--- config.mk ---
export PLATFORM = sky130hd
export DESIGN_NAME = ctrl_decode_seq
export DESIGN_NICKNAME = d
export VERILOG_FILES = /design/src/rtl/ctrl_decode_seq.sv
export SDC_FILE = /design/constraint.sdc
export NUM_CORES = 1
export LEC_CHECK = 0
export ABC_AREA = 1
export CORE_ASPECT_RATIO = 1.25
export CORE_MARGIN = 2
export CORE_UTILIZATION = 33
export DETAILED_ROUTE_END_ITERATION = 7
export MAX_ROUTING_LAYER = met4
export SLEW_MARGIN = 20
export SYNTH_ARGS = -nofsm -noshare
export SYNTH_HDL_FRONTEND = slang
export SYNTH_SLANG_ARGS = --single-unit
--- constraint.sdc ---
create_clock -name clk -period 3.1 [get_ports clk]
set_input_delay 0.775 -clock clk [delete_from_list [all_inputs] [get_ports clk]]
set_output_delay 0.775 -clock clk [all_outputs]
set_load 0.03 [all_outputs]
--- src/rtl/ctrl_decode_seq.sv ---
// ctrl_decode_seq
//   Sequential control decoder between instruction fetch and the datapath.
//   Takes instruction words over a valid/ready handshake and emits one
//   registered control bundle per decoded op. A word whose upper bits
//   instr[IW-1:RDW] are all zero is a load-immediate prefix. The word after
//   it is the immediate, and the bundle for the pair is emitted when that
//   word arrives. An accepted lbu holds fetch off for LOAD_LAT cycles.
//
//   Optional feature macro: CTRL_PERF_CNT_EN. When it is defined, the
//   dec_count port and the decoded-op counter are present.
//
// Ports
//   clk, reset_n          clock and synchronous active-low reset
//   instr_valid, instr    incoming instruction / immediate word
//   instr_ready           decoder can accept; low only while stalling on lbu
//   dec_valid             one-cycle pulse with each registered control bundle
//   branch, mem_to_reg, mem_write, alu_src, reg_write, alu_op, reg_dst
//                         control bundle
//   li_pending            li prefix taken, immediate not yet taken
//   dec_count             decoded-op counter (CTRL_PERF_CNT_EN only)
module ctrl_decode_seq #(
   parameter int unsigned IW       = 7,
   parameter int unsigned OPW      = 3,
   parameter int unsigned ALUW     = 3,
   parameter int unsigned RDW      = 2,
   parameter int unsigned LOAD_LAT = 2,
   parameter int unsigned CNT_W    = 16
) (
   input  logic            clk,
   input  logic            reset_n,
   input  logic            instr_valid,
   input  logic [IW-1:0]   instr,
   output logic            instr_ready,
   output logic            dec_valid,
   output logic            branch,
   output logic            mem_to_reg,
   output logic            mem_write,
   output logic            alu_src,
   output logic            reg_write,
   output logic [ALUW-1:0] alu_op,
   output logic [RDW-1:0]  reg_dst,
   output logic            li_pending
`ifdef CTRL_PERF_CNT_EN
   ,
   output logic [CNT_W-1:0] dec_count
`endif
);

   localparam int unsigned SW = (LOAD_LAT > 0) ? $clog2(LOAD_LAT + 1) : 1;

   typedef enum logic [1:0] {S_NORM, S_LI, S_STALL} state_t;

   state_t          state, state_d;
   logic [SW-1:0]   stall_cnt, stall_cnt_d;
   logic [OPW-1:0]  opc;
   logic            take;
   logic            is_prefix;

   logic            nx_dv, nx_br, nx_m2r, nx_mw, nx_src, nx_rw;
   logic [ALUW-1:0] nx_alu;
   logic [RDW-1:0]  nx_rd;

   assign opc         = instr[IW-1:IW-OPW];
   assign is_prefix   = (instr[IW-1:RDW] == '0);
   // Ready depends only on state. This keeps a combinational path from
   // instr_valid out of the handshake.
   assign instr_ready = (state != S_STALL);
   assign take        = instr_valid & instr_ready;
   assign li_pending  = (state == S_LI);

   always_comb begin
      state_d     = state;
      stall_cnt_d = stall_cnt;
      nx_dv       = 1'b0;
      nx_br       = 1'b0;
      nx_m2r      = 1'b0;
      nx_mw       = 1'b0;
      nx_src      = 1'b0;
      nx_rw       = 1'b0;
      nx_alu      = '1;
      nx_rd       = reg_dst;
      case (state)
         S_NORM: begin
            if (take) begin
               if (is_prefix) begin
                  nx_rd   = instr[RDW-1:0];
                  state_d = S_LI;
               end else begin
                  nx_dv  = 1'b1;
                  nx_alu = ALUW'(opc);
                  if (opc == OPW'(1)) begin
                     nx_br = 1'b1;
                  end else if (opc == OPW'(2)) begin
                     nx_mw = 1'b1;
                  end else if (opc == OPW'(3)) begin
                     nx_m2r = 1'b1;
                     nx_rw  = 1'b1;
                     if (LOAD_LAT > 0) begin
                        state_d     = S_STALL;
                        stall_cnt_d = SW'(LOAD_LAT);
                     end
                  end else begin
                     nx_rw = 1'b1;
                  end
               end
            end
         end
         S_LI: begin
            if (take) begin
               nx_dv   = 1'b1;
               nx_rw   = 1'b1;
               nx_src  = 1'b1;
               nx_alu  = '0;
               state_d = S_NORM;
            end
         end
         S_STALL: begin
            // Leave on the edge where the count is 1, so ready stays low for
            // exactly LOAD_LAT cycles.
            if (stall_cnt <= SW'(1)) begin
               state_d     = S_NORM;
               stall_cnt_d = '0;
            end else begin
               stall_cnt_d = stall_cnt - SW'(1);
            end
         end
         default: state_d = S_NORM;
      endcase
   end

   always_ff @(posedge clk) begin
      if (!reset_n) begin
         state      <= S_NORM;
         stall_cnt  <= '0;
         dec_valid  <= 1'b0;
         branch     <= 1'b0;
         mem_to_reg <= 1'b0;
         mem_write  <= 1'b0;
         alu_src    <= 1'b0;
         reg_write  <= 1'b0;
         alu_op     <= '1;
         reg_dst    <= '0;
      end else begin
         state      <= state_d;
         stall_cnt  <= stall_cnt_d;
         dec_valid  <= nx_dv;
         branch     <= nx_br;
         mem_to_reg <= nx_m2r;
         mem_write  <= nx_mw;
         alu_src    <= nx_src;
         reg_write  <= nx_rw;
         alu_op     <= nx_alu;
         reg_dst    <= nx_rd;
      end
   end

`ifdef CTRL_PERF_CNT_EN
   always_ff @(posedge clk) begin
      if (!reset_n) begin
         dec_count <= '0;
      end else if (dec_valid) begin
         dec_count <= dec_count + CNT_W'(1);
      end
   end
`endif

endmodule

==> metrics.txt <==
run status completed; Post-Syn Instances 82; hold-critical path depth 2; minimum clock period 2.45 ns; Yosys reg bits 15; Worst Setup End Kind output port; crit path cell chain inv_2 -> nor2_2 -> inv_2 -> clkdlybuf4s50_1; Layout Skew 0.00293 ns; fin worst setup slack 0.653 ns; Antenna Cells 0; Clock Path Buffers 2; LEAKAGE 0.368 nW; Min-Delay Endpoint reg_dst[1]; number of flops mapped to enable cells by yosys 0; Pins Over Slew Limit 0; Synth Cell Area 644 µm²; Total GRT Usage 0.133; Max Cap Viol 0; Critical Path RT 2.32 ns; yosys warns 0; main flop type after synthesis dfxtp_1; Num CTS Buffers 3; Startpoint Class flip-flop; Top reg by flops alu_op; RSZ-0062 raised after global routing false; DP Worst Slack 0.968 ns; Core Rows 17; via count 605; critical path's most frequent cell inv_2; Core Area 0.00181 mm²; drt via density 4.80; Finish-stage setup viols 0; largest net degree at the start of global routing 10; ys async rst share 0; post-CTS sizing 0; WS Path Type flip-flop to output port; CP max stage cell clkdlybuf4s50_1; CP Buf/Inv Count 3; Final period util 0.789; Min-Delay Startpoint reg_dst[1]; syn_area_per_cell 7.86 µm²; slowest cell delay on critical path 0.59 ns; crit-path max FO 4; Synth cell types 16; largest area contributor in the netlist dfxtp_1; Residual DRC 0; H-tree levels 1; top cells by area, synth dfxtp_1, nand2_1, nand3_1, nor2_1, nor2_4; pwr dens 407 mW/mm²; CTS tree done; Hold Vio Cnt, Final 0; Worst R2R Path Depth 5; Mapped Nets 92; die height 53.4 µm; GRT Residual Overflow 0; Sinks on Clock Net 15; Starting Density 0.356; die width 43.5 µm; worst min-delay path category flip-flop to flip-flop; first-pass GRT wire length 2130 µm; Die Area 0.00232 mm²; Final TNS setup 0 ns; clock transition at the registers of the reported paths 0.09 ns; reg-to-reg endpoint alu_op[2]; CTS root buffer clkbuf_4; # IOs 23; number of port buffers 22; max reg flops 3; Crit Reg-Reg Startpoint state[0]; Skew-Pair Late Insertion Delay 0.28 ns; Detail Route Antenna Nets 0; critical path arrival 1.67 ns; R2R Setup Slk 2.01 ns; Iteration-0 DRC Markers 12; DPL Wire Length 1010 µm; share of layout cells above drive strength 1 0.178; CP top delay family buffers and inverters; RD Place Congestion 0.767; Yosys top cell area share 0.466; Post-CTS Setup Inserts 0; Pre-antenna DRT Iters 4; VDD IR max 0.000226 V; Worst-Margin Slew 0.310 ns; CTS hold repair buffers 0; Slew headroom 0.792; initial antenna violation count 0; WL/cell 9.90 µm; Layout area overhead 41.0%; number of global-route vias before repair 523; Routed WL 1250 µm; layout net count 118; sequential share of the synthesized area 0.466; Max Freq 409 MHz
## metal layers
metal,track usage,part of all wire,routed length [µm]
met1,0.134,0.41,517
met2,0.224,0.50,625
met3,0.0341,0.072,90
met4,0.0909,0.013,16
met5,-,0,0
## kinds of logic after synthesis
family	synth area share
AND/OR/NAND/NOR	0.344
buffers and inverters	0.0874
AO/OA/AOI/OAI	0.103
flip-flops	0.466
## worst max-delay path by stage
stage | startpoint | endpoint | slack, ns | cells after the start
floorplan | state[1] | instr_ready | 1.56 | 3
global placement | state[1] | instr_ready | 1.0 | 4
detailed placement | state[1] | instr_ready | 0.97 | 4
CTS | state[1] | instr_ready | 0.65 | 4
global route | state[1] | instr_ready | 0.54 | 4
finish | state[1] | instr_ready | 0.65 | 4
## cell usage in the layout, fill, tap and decap left out
master / n
a21oi_1: 6
a21oi_2: 2
a31oi_1: 3
clkbuf_4: 3
clkdlybuf4s50_1: 22
clkinv_2: 1
dfxtp_1: 15
inv_1: 7
inv_2: 6
nand2_1: 13
nand3_1: 8
nand3_2: 1
nand3b_1: 1
nand4_1: 4
nor2_1: 9
nor2_2: 2
nor2_4: 3
nor3_2: 1
## through the flow
stage | area, µm² | hold slack (ns) | util | std cells | total power (W)
floorplan | 644 | 0.470 | - | 82 | 0.000237
global placement | 881 | 0.476 | 0.487 | 122 | 0.000263
detailed placement | 881 | 0.480 | 0.487 | 122 | 0.000263
CTS | 908 | 0.501 | 0.502 | 126 | 0.000373
global route | 908 | 0.520 | 0.502 | 126 | 0.000389
finish | 908 | 0.489 | 0.502 | 126 | 0.000370
## layout make-up
cell class,instances,area [µm²]
Tap cell,19,23.8
Clock buffer,3,22.5
Inverter,13,48.8
Fill cell,167,900
Multi-Input combinational cell,53,288
Timing Repair Buffer,22,220
Sequential cell,15,300
Clock inverter,1,5.00
## synth_stat cells, types with 2 or more instances
cell type / instances
nor2_1: 9
nand2_1: 13
nor2_4: 3
a21oi_1: 6
nand4_1: 4
a21oi_2: 2
inv_1: 7
a31oi_1: 3
dfxtp_1: 15
inv_2: 6
nand3_1: 8
nor2_2: 2
## worst min-delay path, stage by stage, from the launching register on
cell	delay (ns)
dfxtp_1	0.33
a21oi_1	0.04
nor2_1	0.08
## power by group
group	switching (W)	internal (W)	leakage (nW)
combinational	0.0000322	0.0000255	0.228
clock	0.0000634	0.0000478	0.0177
sequential	0.00000256	0.000198	0.122
total	0.0000982	0.000272	0.368
Note: power is estimated with default switching activity, not from simulation.
